**config.mk**
```make
export PLATFORM = sky130hd
export DESIGN_NAME = seq_detector_param
export DESIGN_NICKNAME = d
export VERILOG_FILES = /design/src/rtl/seq_detector_param.sv
export SDC_FILE = /design/constraint.sdc
export NUM_CORES = 1
export LEC_CHECK = 0
export ABC_AREA = 1
export CORE_MARGIN = 2
export CORE_UTILIZATION = 47
export DETAILED_ROUTE_END_ITERATION = 8
export PLACE_DENSITY = 0.71
export SLEW_MARGIN = 20
export SYNTH_ARGS = -nofsm -noshare
export SYNTH_HDL_FRONTEND = slang
export SYNTH_SLANG_ARGS = --single-unit
```
**constraint.sdc**
```tcl
create_clock -name clk -period 2.75 [get_ports clk]
set_clock_uncertainty 0.15 [all_clocks]
set_input_delay 0.4125 -clock clk [delete_from_list [all_inputs] [get_ports clk]]
set_output_delay 0.4125 -clock clk [all_outputs]
set_load 0.03 [all_outputs]
```
**src/rtl/seq_detector_param.sv**
```systemverilog
// Programmable serial pattern detector: runtime pattern/length, overlap mode,
// input-valid qualifier and a saturating match counter.
module seq_detector_param #(
  parameter int PAT_W = 8,
  parameter int LEN_W = 4,
  parameter int CNT_W = 16
) (
  input  logic             clk,
  input  logic             rst_n,
  input  logic             cfg_load,
  input  logic [PAT_W-1:0] cfg_pattern,
  input  logic [LEN_W-1:0] cfg_len,
  input  logic             cfg_overlap,
  input  logic             in_valid,
  input  logic             x,
  input  logic             cnt_clr,
  output logic             match,
  output logic [CNT_W-1:0] match_cnt,
  output logic             cfg_err,
  output logic             armed
);

  localparam int FILL_W = $clog2(PAT_W + 1);
  localparam int CW     = ((LEN_W > FILL_W) ? LEN_W : FILL_W) + 1;

  localparam logic [1:0] UNCFG = 2'd0;
  localparam logic [1:0] RUN   = 2'd1;
  localparam logic [1:0] ERR   = 2'd2;

  localparam logic [CNT_W-1:0]  CNT_MAX  = '1;
  localparam logic [FILL_W-1:0] FILL_MAX = FILL_W'(PAT_W);

  logic [1:0]        state;
  logic [PAT_W-1:0]  pat_q, hist, cand, mask;
  logic [LEN_W-1:0]  len_q;
  logic              ovl_q;
  logic [FILL_W-1:0] fill;
  logic              cfg_ok, filled, hit, sample;

  assign cfg_ok = (cfg_len != '0) && (CW'(cfg_len) <= CW'(PAT_W));
  assign cand   = {hist[PAT_W-2:0], x};

  // Bits at or above the programmed length are don't-care in the compare.
  for (genvar i = 0; i < PAT_W; i++) begin : g_mask
    assign mask[i] = (CW'(len_q) > CW'(i));
  end

  assign filled = (CW'(fill) + CW'(1)) >= CW'(len_q);
  assign hit    = ((cand ^ pat_q) & mask) == '0;
  assign sample = (state == RUN) & in_valid & ~cfg_load;
  assign match  = armed & sample & filled & hit;

  always_ff @(posedge clk or negedge rst_n) begin
    if (!rst_n) begin
      state   <= UNCFG;
      armed   <= 1'b0;
      cfg_err <= 1'b0;
      pat_q   <= '0;
      len_q   <= '0;
      ovl_q   <= 1'b0;
      hist    <= '0;
      fill    <= '0;
    end else if (cfg_load) begin
      if (cfg_ok) begin
        state   <= RUN;
        armed   <= 1'b1;
        cfg_err <= 1'b0;
        pat_q   <= cfg_pattern;
        len_q   <= cfg_len;
        ovl_q   <= cfg_overlap;
        hist    <= '0;
        fill    <= '0;
      end else begin
        // Shadow config is kept; the block stays parked until a legal load.
        state   <= ERR;
        armed   <= 1'b0;
        cfg_err <= 1'b1;
      end
    end else if (sample) begin
      if (match && !ovl_q) begin
        hist <= '0;
        fill <= '0;
      end else begin
        hist <= cand;
        fill <= (fill == FILL_MAX) ? fill : fill + FILL_W'(1);
      end
    end
  end

  always_ff @(posedge clk or negedge rst_n) begin
    if (!rst_n)                           match_cnt <= '0;
    else if (cnt_clr)                     match_cnt <= '0;
    else if (match && match_cnt != CNT_MAX) match_cnt <= match_cnt + CNT_W'(1);
  end

endmodule

```
# Word level (Yosys, flattened, before mapping)
# Cells that the tools add are included.
# classes
n_addsub,3
magnitude_cmp,10
n_eq_ne,5
muxes,14
bitwise_logic,8
reduce_logical,11
# op_table
cell,n
2-to-1 mux 16 bit,2
2-to-1 mux 7 bit,4
2-to-1 mux 4 bit,5
adder 16 x 1 -> 16 bit (second input constant),1
greater-than comparator 4 x 3 -> 1 bit (second input constant),4
inequality test 16 bit (second input constant),1
AND 8 bit,1
greater-than comparator 4 x 1 -> 1 bit (second input constant),2
greater-than comparator 4 x 2 -> 1 bit (second input constant),2
zero test 8 bit,1
bitwise XOR 8 bit,1
adder 4 x 1 -> 5 bit (second input constant),1
AND 1 bit,5
>= comparator 5 x 4 -> 1 bit,1
adder 4 x 1 -> 4 bit (second input constant),1
== test 4 bit (second input constant),1
less-or-equal comparator 4 bit (second input constant),1
AND reduction 2 bit,2
nonzero test 2 bit,2
nonzero test 4 bit,1
logical AND 1 bit,3
inequality test 3 bit (second input constant),1
AND reduction 3 bit,1
== test 2 x 1 -> 1 bit (second input constant),1
5 further kinds,6
# totals
regBits,44
out_inout_bits,19

# Longest topological paths before layout
# Gate-level depths: netlist of run 1.
# depth
depth_word,10
mapped_depth,14

# Least setup slack after synthesis of run 1
# Ideal clock, no wire load.
# synth_timing
path_kind,register -> output
start,register fill[0]
end,output port match
arrival_time_ns,2.300
setup_slack_ns,-0.112
stages_incl_launch_ff,10
n_path_buf,0
cell_sequence,dfrtp_1 ha_1 xor2_1 ha_1 nand2_1 inv_1 nand3_1 nor2_1 nor2_1 nor4_1
# synth_between
elab_chain_cells,4
# synth_lines
element,line,rtl
"start, declared",37,logic [FILL_W-1:0] fill;
"start signal, assigned",85,fill <= (fill == FILL_MAX) ? fill : fill + FILL_W'(1);
adder 4 x 1 -> 5 bit,48,assign filled = (CW'(fill) + CW'(1)) >= CW'(len_q);
>= comparator 5 x 4 -> 1 bit,48,
AND 1 bit (2 in series),51,assign match = armed & sample & filled & hit;
"end, declared",17,"output logic match,"
# No other way between the ends.

# Worst setup path after layout of run 1
# Same ends and word-level chain as after synthesis.

==> results of run 1 <==
-- worst reg2reg max path: stages, from the launching register on --
cell and delay [ns]:
dfrtp_1 0.41, ha_2 0.20, xor2_1 0.15, ha_1 0.32
nand2_1 0.06, nand2_1 0.04, nand2_1 0.05, nand2_1 0.05
nor2_1 0.18, nor2_2 0.09, o211ai_4 0.19, nand2_4 0.26
nand2_1 0.15, o21ai_2 0.06
-- flip-flops by register name, indices dropped and copies added (netlist names) --
signal     count
hist           7
state          1
ovl_q          1
pat_q          8
match_cnt     16
fill           4
len_q          4
cfg_err        1
-- metal layers --
metal	GRT usage, %	routed length, um	vias up	share of wire (%)
met5	0	0	-	0
met4	4.29	44	0	0.79
met3	4.19	248	6	4.5
met2	35.1	2640	53	47
met1	26.6	2630	1064	47
li1	-	-	1159	-
-- per-stage QoR --
step / setup TNS (ns) / worst slack, ns / instances
after floorplan: 0 / 0.223 / 343
after global placement: 0 / 0.272 / 446
after detailed placement: 0 / 0.232 / 446
after CTS: 0 / 0.0231 / 454
after global routing: -0.0197 / -0.0197 / 454
final: 0 / 0.106 / 454
-- timing repair --
action                     in CTS  in global routing
resized for setup               0                  1
hold endpoints to repair        0                  0
hold buffers                    0                  0
pin swaps                       0                  2
setup buffers                   1                  0
setup endpoints to repair       1                  1
-- cell type report --
type                    count  area share [%]
clock buffers               6            2.67
clock inverters             1           0.969
well taps                  70            2.83
multi-input cells         255            42.1
flip-flops and latches     42            33.9
repair buffers             42            12.9
inverters                  38            4.60
-- kinds of logic after synthesis --
group	count (synthesis)	synth area share (%)
AND/OR/NAND/NOR	209	36.4
XOR/XNOR	15	5.17
AO/OA/AOI/OAI	24	5.96
flip-flops	42	41.4
adder cells (fa/ha/maj)	7	3.45
buffers and inverters	46	7.68
-- placed cells by master (no fill, tap or decap) --
cell | synthesis | final
ha_1 | 7 | 6
nor2_2 | 2 | 2
o21ai_2 | 4 | 4
nand2_2 | 2 | 2
nand3_1 | 38 | 38
inv_1 | 31 | 31
o211ai_4 | 1 | 1
nand2_4 | 1 | 1
ha_2 | 0 | 1
buf_2 | 3 | 1
inv_2 | 7 | 7
nor2_1 | 38 | 38
xor2_1 | 14 | 14
o21ai_1 | 15 | 15
nor4_2 | 0 | 1
clkdlybuf4s50_1 | 0 | 35
xnor2_1 | 1 | 1
or2_1 | 1 | 1
nor3_1 | 3 | 3
nand2_1 | 110 | 110
bufinv_16 | 0 | 1
nand3_2 | 5 | 5
a21oi_1 | 2 | 2
buf_4 | 1 | 6
clkbuf_8 | 0 | 6
nand4_1 | 3 | 3
nor2_4 | 1 | 1
dfrtp_1 | 42 | 42
nor3_2 | 2 | 2
o21ai_0 | 2 | 2
nor3b_1 | 2 | 2
-- how the worst max path moves through the flow --
stage	slack [ns]	to	cells after the start	from
2_1_floorplan	0.22	match	9	fill[0]
3_3_place_gp	0.27	match	7	cfg_load
5_1_grt	-0.02	match	10	fill[0]
3_5_place_dp	0.23	match_cnt[5]	13	fill[0]
6_report	0.11	match	10	fill[0]
4_1_cts	0.02	match	10	fill[1]
-- power by group --
group          total, mW  leakage, nW  internal [mW]  switching [mW]
Clock              0.500       0.0573          0.291           0.210
Sequential         0.729        0.555          0.672          0.0568
Combinational      0.361        0.882          0.145           0.216
==> flow_summary_export.csv, run 1 <==
group,metric,value,unit
status,outcome,"complete, no violations",
placed_design,postPlaceCellArea,2980,um^2
sta,hold_viol,0,
route,post_drt_wl_per_cell,12.2,um
route,viasPerCell,5.03,
worst_setup_path,crit_buf_inv,2,
worst_setup_path,timing.rr.end,"match_cnt[5]",
route,drt.antenna.violating_nets,0,
logic_synthesis,synth.most_common_cell,"nand2_1",
worst_setup_path,end_kind,"output pin",
clocking,path_clk_slew,0.09,ns
floorplan,ios,38,
logic_synthesis,syn_area,2540,um^2
placed_design,dp_hpwl,4030,um
sta,setup-violations-final,0,
route,routed_wl,5560,um
worst_setup_path,path_common_cell,"nor2_1",
logic_synthesis,synth_seq_cells,42,
power_and_ir_drop,powerDensity,513,nW/um^2
worst_setup_path,crit_path_top_delay_cell,"dfrtp_1",
final_layout,final_nets,410,
power_and_ir_drop,ir_worst_vdd,250,uV
worst_setup_path,cp_slowest_stage_delay,0.41,ns
final_layout,seq_area,1050,um^2
logic_synthesis,syn_nets,369,
worst_setup_path,start_kind,"flop",
global_routing,grt_pass1_wl,9940,um
logic_synthesis,synth_warnings,0,
sta,slew_violations,0,
final_layout,multi_input_area,1300,um^2
floorplan,chipHeight,77.5,um
route,vias,2282,
clocking,clockRootBuffer,"clkbuf_8",
clocking,cts.sinks,42,
logic_synthesis,synth_edf_count,0,
global_routing,antenna_found_initial,0,
sta,grt_setup_unrepaired,"yes",
sta,fmax,0.378,GHz
sta,hold_ws,0.0998,ns
floorplan,die_x,77.5,um
final_layout,finalInstanceArea,3100,um^2
worst_setup_path,r2r_start,"fill[0]",
clocking,ctsLongestPathBuffers,2,
sta,period_needed,2.64,ns
power_and_ir_drop,report.power.total,1.59,mW
final_layout,area_growth,21.9,%
worst_setup_path,timing.critical_path.max_delay_family,"adder cells",
placed_design,io_buffers,37,
sta,finalCritPeriodShare,96.1,%
logic_synthesis,synth_flop_cell,"dfrtp_1",
sta,worstMarginPinSlew,0.944,ns
global_routing,first_global_vias,2210,
worst_setup_path,crit_chain,"ha_2, xor2_1, ha_1, nand2_1, inv_1, nand3_1, nor2_1, nor2_1, nor4_2, buf_4",
logic_synthesis,netlist_instances,343,
power_and_ir_drop,p_leak,1.49,nW
worst_setup_path,worstPathRequired,2.19,ns
route,drt_iter0_drc,110,
logic_synthesis,yosys.area.top_type_share,41.4,%
final_layout,drive_gt1_share,10.7,%
job,maxCapViolCount,0,
floorplan,coreArea,5170,um^2
final_layout,n_antenna_cell,0,
clocking,cts_htree_levels,2,
floorplan,die-area,6010,um^2
logic_synthesis,synth_commonest_cells,"nand2_1, dfrtp_1, nand3_1, nor2_1, inv_1",
logic_synthesis,yosysTopAreaCell,"dfrtp_1",
sta,slew_headroom,37.1,%
logic_synthesis,synth_area_per_cell,7.41,um^2
worst_setup_path,cp_max_fo,3,
route,firstDrtPassIters,4,
worst_setup_path,path_class,"flop to output pin",
final_layout,fill_cells,478,
floorplan,initial_core_util,49.1,%
clocking,clkLatencyLatePin,0.30,ns
worst_setup_path,reg2reg_setup_slack,0.28,ns
logic_synthesis,yosysUniqueCellTypes,29,
placed_design,place.gp.congestion,0.850,
final_layout,final_util,59.9,%
global_routing,grt_max_degree,43,
worst_setup_path,reg2reg_depth,13,
clocking,cts_tree,"built",
route,drc,0,
hold_path,hold_path_class,"input port to async pin",
floorplan,row_count,26,
logic_synthesis,async_flop_share,100,%
global_routing,track_usage,20.4,%
logic_synthesis,ys_seq_area_share,41.4,%
worst_setup_path,critPathArrivalTime,2.08,ns
global_routing,grt_overflow,0,
clocking,numCtsBuffers,5,
logic_synthesis,netlist_top_cells_area,"dfrtp_1, nand2_1, nand3_1",
No activity file was read; power rests on OpenSTA's default activity.
==> run 2, diff against run 1 <==
SETUP_SLACK_MARGIN = 0.05   (was default)
==> flow_summary_export.csv, run 2 (same netlist as run 1, synthesis figures left out) <==
group,metric,value,unit
status,outcome,"complete, no violations",
final_layout,final_nets,410,
worst_setup_path,r2r_start,"fill[1]",
worst_setup_path,crit_path_top_delay_cell,"dfrtp_1",
global_routing,antenna_found_initial,0,
clocking,cts_htree_levels,2,
worst_setup_path,timing.rr.end,"match_cnt[5]",
sta,period_needed,2.63,ns
worst_setup_path,reg2reg_depth,13,
clocking,numCtsBuffers,5,
job,maxCapViolCount,0,
placed_design,dp_hpwl,4030,um
final_layout,n_antenna_cell,0,
placed_design,place_inst,446,
floorplan,coreArea,5170,um^2
clocking,postCtsHoldBufs,0,
clocking,cts_tree,"built",
global_routing,grt_pass1_wl,9940,um
power_and_ir_drop,p_leak,1.50,nW
worst_setup_path,timing.critical_path.max_delay_family,"adder cells",
sta,setup-violations-final,0,
worst_setup_path,crit_buf_inv,2,
final_layout,largest_register_ffs,16,
worst_setup_path,cp_max_fo,3,
route,post_drt_wl_per_cell,12.3,um
route,viasPerCell,5.05,
sta,slew_headroom,37.1,%
route,vias,2292,
route,drc,0,
hold_path,hold_path_class,"input port to async pin",
worst_setup_path,crit_end,"match",
final_layout,regMostFlops,"match_cnt",
worst_setup_path,path_class,"flop to output pin",
clocking,cts.sinks,42,
final_layout,final_util,60.1,%
worst_setup_path,reg2reg_setup_slack,0.32,ns
global_routing,grt_max_degree,43,
route,drt.antenna.violating_nets,0,
route,routed_wl,5600,um
placed_design,io_buffers,37,
sta,slew_violations,0,
worst_setup_path,crit_chain,"ha_2, xor2_1, ha_1, nand2_1, inv_1, nand3_1, nor2_1, nor2_1, nor4_2, buf_4",
power_and_ir_drop,powerDensity,511,nW/um^2
placed_design,postPlaceCellArea,2980,um^2
clocking,ctsLongestPathBuffers,2,
worst_setup_path,cp_slowest_stage_delay,0.41,ns
worst_setup_path,path_common_cell,"nor2_1",
worst_setup_path,end_kind,"output pin",
final_layout,area_growth,22.3,%
route,firstDrtPassIters,4,
floorplan,ios,38,
final_layout,drive_gt1_share,10.7,%
power_and_ir_drop,ir_worst_vdd,256,uV
sta,finalSetupTns,0,ns
floorplan,die-area,6010,um^2
sta,hold_viol,0,
worst_setup_path,start_kind,"flop",
floorplan,initial_core_util,49.1,%
worst_setup_path,startpoint,"fill[0]",
global_routing,grt_overflow,0,
sta,worstMarginPinSlew,0.944,ns
final_layout,reg.largest.list,"match_cnt (16), pat_q (8), hist (7)",
global_routing,track_usage,20.4,%
sta,grt_setup_unrepaired,"yes",
sta,fmax,0.380,GHz
clocking,clkLatencyLatePin,0.29,ns
worst_setup_path,worstPathRequired,2.19,ns
final_layout,instances_no_fill,454,
clocking,clockRootBuffer,"clkbuf_8",
route,drt_iter0_drc,108,
floorplan,row_count,26,
sta,finalCritPeriodShare,95.7,%
worst_setup_path,critPathArrivalTime,2.07,ns
placed_design,place.gp.congestion,0.850,
clocking,path_clk_slew,0.08,ns
floorplan,die_x,77.5,um
final_layout,finalInstanceArea,3110,um^2
worst_setup_path,crit_cells,10,
global_routing,first_global_vias,2208,
final_layout,final_cell_mix,"nand2_1, dfrtp_1, nand3_1, nor2_1, clkdlybuf4s50_1",
floorplan,chipHeight,77.5,um
final_layout,mostFrequentLayoutCell,"nand2_1",
## run 2: changes by cell type in the layout (fill, tap and decap cells not counted)
| cell | delta |
|---|---|
| nand2_8 | +1 |
| nand2_4 | -1 |
## run 2: layout make-up
cell class | instances | area, um^2
clock buffer | 6 | 82.6
clock inverter | 1 | 30.0
fill | 478 | 2070
inverter | 38 | 143
multi-input combinational | 255 | 1310
sequential | 42 | 1050
tap | 70 | 87.6
timing repair buffer | 42 | 400
## run 2: repair_timing
action / 4_1_cts / 5_1_grt
pin swaps: 1 / 0
setup buffers: 1 / 0
setup endpoints to repair: 1 / 2
resized for setup: 0 / 2
## run 2: worst register-to-register path: stages, from the launching register on
cell,delay [ns]
dfrtp_1,0.40
ha_2,0.21
xor2_1,0.19
ha_1,0.27
nand2_1,0.06
nand2_1,0.05
nand2_1,0.05
nand2_1,0.05
nor2_1,0.18
nor2_2,0.09
o211ai_4,0.22
nand2_8,0.21
nand2_1,0.14
o21ai_2,0.05
## run 2: per-layer routing
| metal | GRT usage, % | up-vias | share of wire, % |
|---|---|---|---|
| li1 | - | 1158 | - |
| met1 | 26.6 | 1084 | 48 |
| met2 | 35.1 | 46 | 48 |
| met3 | 4.19 | 4 | 3.4 |
| met4 | 4.29 | 0 | 0.79 |
| met5 | 0 | - | 0 |
## run 2: worst min-delay path by stage
stage | startpoint | endpoint | slack (ns)
6_report | rst_n | pat_q[7] | 0.10
2_1_floorplan | rst_n | cfg_err | -0.03
3_3_place_gp | pat_q[0] | pat_q[0] | 0.34
4_1_cts | rst_n | pat_q[7] | 0.14
5_1_grt | rst_n | pat_q[7] | 0.20
3_5_place_dp | pat_q[0] | pat_q[0] | 0.33
## run 2: per-stage QoR
step | power (mW) | setup slack, ns | hold WS [ns]
2_1_floorplan | 0.978 | 0.223 | -0.0331
3_3_place_gp | 1.09 | 0.272 | 0.338
3_5_place_dp | 1.10 | 0.232 | 0.334
4_1_cts | 1.61 | 0.0966 | 0.140
5_1_grt | 1.69 | -0.0174 | 0.195
6_report | 1.59 | 0.118 | 0.104
## run 2: power breakdown
part           internal, mW  switching [mW]  total, mW
clock                 0.291           0.207      0.497
combinational         0.146           0.216      0.362
sequential            0.672          0.0567      0.729
total                  1.11           0.479       1.59
==> run 3, diff against run 2 <==
ABC_AREA = default   (was 1)
PLACE_DENSITY = 0.83   (was 0.71)
==> flow_summary_export.csv, run 3 <==
group,metric,value,unit
clocking,cts_htree_levels,2,
clocking,numCtsBuffers,5,
power_and_ir_drop,power_frac_comb,18.1,%
logic_synthesis,yosys.area.top_type_share,46.6,%
logic_synthesis,synth_top_family_by_area,"compound AO/OA/AOI/OAI gates",
final_layout,largest_register_ffs,16,
route,firstDrtPassIters,4,
final_layout,drive_gt1_share,29.5,%
logic_synthesis,yosysUniqueCellTypes,41,
worst_setup_path,reg2reg_depth,8,
final_layout,final_nets,296,
logic_synthesis,synth_xor_area_share,4.27,%
clocking,cts_tree,"built",
worst_setup_path,worstPathRequired,2.19,ns
placed_design,place.gp.congestion,0.801,
floorplan,row_count,25,
worst_setup_path,reg2reg_setup_slack,-0.09,ns
final_layout,final_cell_mix,"dfrtp_1, clkdlybuf4s50_1, buf_4, mux2_2, o21ai_0",
logic_synthesis,yosys.area_share.simple,15.9,%
sta,worstMarginPinSlew,0.959,ns
route,drc,0,
logic_synthesis,netlist_instances,213,
power_and_ir_drop,switching_share,25.4,%
logic_synthesis,async_flop_share,100,%
global_routing,grt_pass1_wl,8980,um
clocking,ctsLongestPathBuffers,2,
logic_synthesis,yosysTopAreaCell,"dfrtp_1",
logic_synthesis,synth_fa_ha_area_share,3.88,%
final_layout,n_antenna_cell,0,
logic_synthesis,synth_area_per_cell,10.6,um^2
global_routing,antenna_found_initial,0,
final_layout,regMostFlops,"match_cnt",
worst_setup_path,timing.rr.end,"match_cnt[15]",
power_and_ir_drop,seq_power_share,44.0,%
logic_synthesis,synth-compound-area-share,17.5,%
final_layout,mostFrequentLayoutCell,"dfrtp_1",
worst_setup_path,crit_path_top_delay_cell,"or3_4",
power_and_ir_drop,p_leak,1.28,nW
logic_synthesis,synth_seq_cells,42,
worst_setup_path,critPathArrivalTime,2.28,ns
logic_synthesis,ys_seq_area_share,46.6,%
sta,fmax,0.352,GHz
hold_path,hold_path_class,"input port to async pin",
logic_synthesis,synth.most_common_cell,"dfrtp_1",
logic_synthesis,syn_area,2260,um^2
global_routing,first_global_vias,1886,
route,drt_iter0_drc,182,
route,post_drt_wl_per_cell,17.4,um
worst_setup_path,start_kind,"flop",
job,maxCapViolCount,0,
worst_setup_path,cp_max_fo,5,
clocking,clockRootBuffer,"clkbuf_8",
worst_setup_path,crit_buf_inv,3,
logic_synthesis,syn_nets,239,
sta,setup-violations-final,6,
final_layout,area_growth,39.2,%
logic_synthesis,synth_commonest_cells,"dfrtp_1, mux2_2, a21oi_1",
clocking,cts.sinks,42,
logic_synthesis,netlist_top_cells_area,"dfrtp_1, mux2_2, ha_1",
sta,hold_viol,0,
placed_design,dp_hpwl,3560,um
worst_setup_path,end_kind,"output pin",
power_and_ir_drop,p_int,1.20,mW
floorplan,initial_core_util,48.1,%
route,routed_wl,5650,um
worst_setup_path,cp_slowest_stage_delay,0.46,ns
clocking,clkLatencyLatePin,0.30,ns
worst_setup_path,timing.critical_path.max_delay_family,"simple AND/OR/NAND/NOR gates",
route,drt.antenna.violating_nets,0,
global_routing,track_usage,21.8,%
placed_design,io_buffers,37,
logic_synthesis,muxShareOfSynthArea,7.98,%
global_routing,grt_max_degree,43,
power_and_ir_drop,report.power.total,1.61,mW
route,viasPerCell,6.14,
power_and_ir_drop,powerDensity,514,nW/um^2
worst_setup_path,crit_chain,"or3_4, a221oi_2, nand4b_1, or3_4, buf_6, inv_2, buf_6",
logic_synthesis,synth_warnings,0,
floorplan,die-area,5370,um^2
logic_synthesis,synth_flop_cell,"dfrtp_1",
power_and_ir_drop,ir_worst_vdd,378,uV
sta,period_needed,2.84,ns
sta,setup_ws,-0.0896,ns
power_and_ir_drop,switchingPower,0.410,mW
worst_setup_path,r2r_start,"len_q[3]",
sta,slew_headroom,36.1,%
global_routing,grt_overflow,0,
status,outcome,"finished with violations",
floorplan,coreArea,4690,um^2
route,vias,1995,
sta,slew_violations,0,
logic_synthesis,synth_edf_count,0,
status,violations,"setup timing",
worst_setup_path,path_class,"flop to output pin",
power_and_ir_drop,pwr-share-clk,37.9,%
floorplan,chipHeight,73.3,um
floorplan,ios,38,
clocking,path_clk_slew,0.09,ns
sta,grt_setup_unrepaired,"yes",
floorplan,die_x,73.3,um
sta,finalCritPeriodShare,103,%
clocking,postCtsHoldBufs,0,
final_layout,reg.largest.list,"match_cnt (16), pat_q (8), hist (7)",
placed_design,place_ws,-0.0824,ns
## run 3: cell count changes after synthesis, moves of 7 or more
cell     previous run  this run
nor2_1             38         6
inv_2               7         0
mux2_2              0        16
o21ai_0             2        13
a22o_1              0         9
o21ai_1            15         0
inv_1              31         9
xor2_1             14         6
a21oi_1             2        15
nand2_1           110         9
nand3_1            38         7
## run 3: worst max path at each step
stage | startpoint | endpoint | slack (ns) | cells after the start
after CTS | fill[0] | match | -0.09 | 9
after floorplan | fill[0] | match_cnt[9] | 0.07 | 9
after detailed placement | cfg_load | match_cnt[15] | -0.08 | 7
final | len_q[3] | match | -0.09 | 7
after global routing | len_q[3] | match_cnt[11] | -0.24 | 9
after global placement | cfg_load | match_cnt[7] | -0.004 | 7
## run 3: layer usage
| metal | track usage (%) | share of wire [%] | up-vias |
|---|---|---|---|
| li1 | - | - | 915 |
| met1 | 28.8 | 41 | 980 |
| met2 | 35.7 | 51 | 87 |
| met3 | 4.94 | 6.4 | 13 |
| met4 | 6.87 | 1.9 | 0 |
| met5 | 0 | 0 | - |
## run 3: power groups by stage
stage / logic [mW] / registers (mW) / clock network (mW)
final: 0.292 / 0.710 / 0.611
after global routing: 0.322 / 0.716 / 0.652
after CTS: 0.267 / 0.713 / 0.620
after detailed placement: 0.241 / 0.724 / 0
after global placement: 0.231 / 0.722 / 0
after floorplan: 0.151 / 0.715 / 0
## run 3: area by class of cell
cell class | count | area, um^2
Fill cell | 354 | 1550
Tap cell | 54 | 67.6
Multi-Input combinational cell | 154 | 1310
Timing Repair Buffer | 58 | 532
Sequential cell | 42 | 1050
Inverter | 9 | 33.8
Clock buffer | 6 | 82.6
Clock inverter | 2 | 60.1
## run 3: cell families after synthesis
logic type               Yosys count
AND/OR/NAND/NOR                   60
buffers and inverters             19
AO/OA/AOI/OAI                     58
multiplexers                      16
adder cells (fa/ha/maj)            7
flip-flops                        42
XOR/XNOR                          11
## run 3: worst reg2reg max path, cell delays in order (launching register included)
cell and delay [ns]:
dfrtp_2 0.44, or3_4 0.39, a221oi_2 0.24, nand4b_1 0.16, or3_4 0.46, buf_4 0.16, buf_6 0.11, or4_4 0.51
a21oi_2 0.16
## run 3: timing repair
| item | 4_1_cts | 5_1_grt |
|---|---|---|
| hold endpoints to repair | 0 | 0 |
| gates resized for setup | 12 | 25 |
| endpoints found under the setup margin | 14 | 25 |
| gates cloned | 1 | 1 |
| setup buffers | 6 | 2 |
| pin swaps | 7 | 11 |
## run 3: metrics by stage
step,hold slack [ns],utilization [%],cell area (um^2),cells,setup TNS [ns]
after floorplan,-0.0331,-,2270,213,0
after global placement,0.349,58.5,2750,307,-0.00693
after detailed placement,0.344,58.5,2750,307,-0.669
after CTS,0.132,63.8,3000,322,-0.0943
after global routing,0.172,67.0,3140,325,-1.50
final,0.0879,67.0,3140,325,-0.279
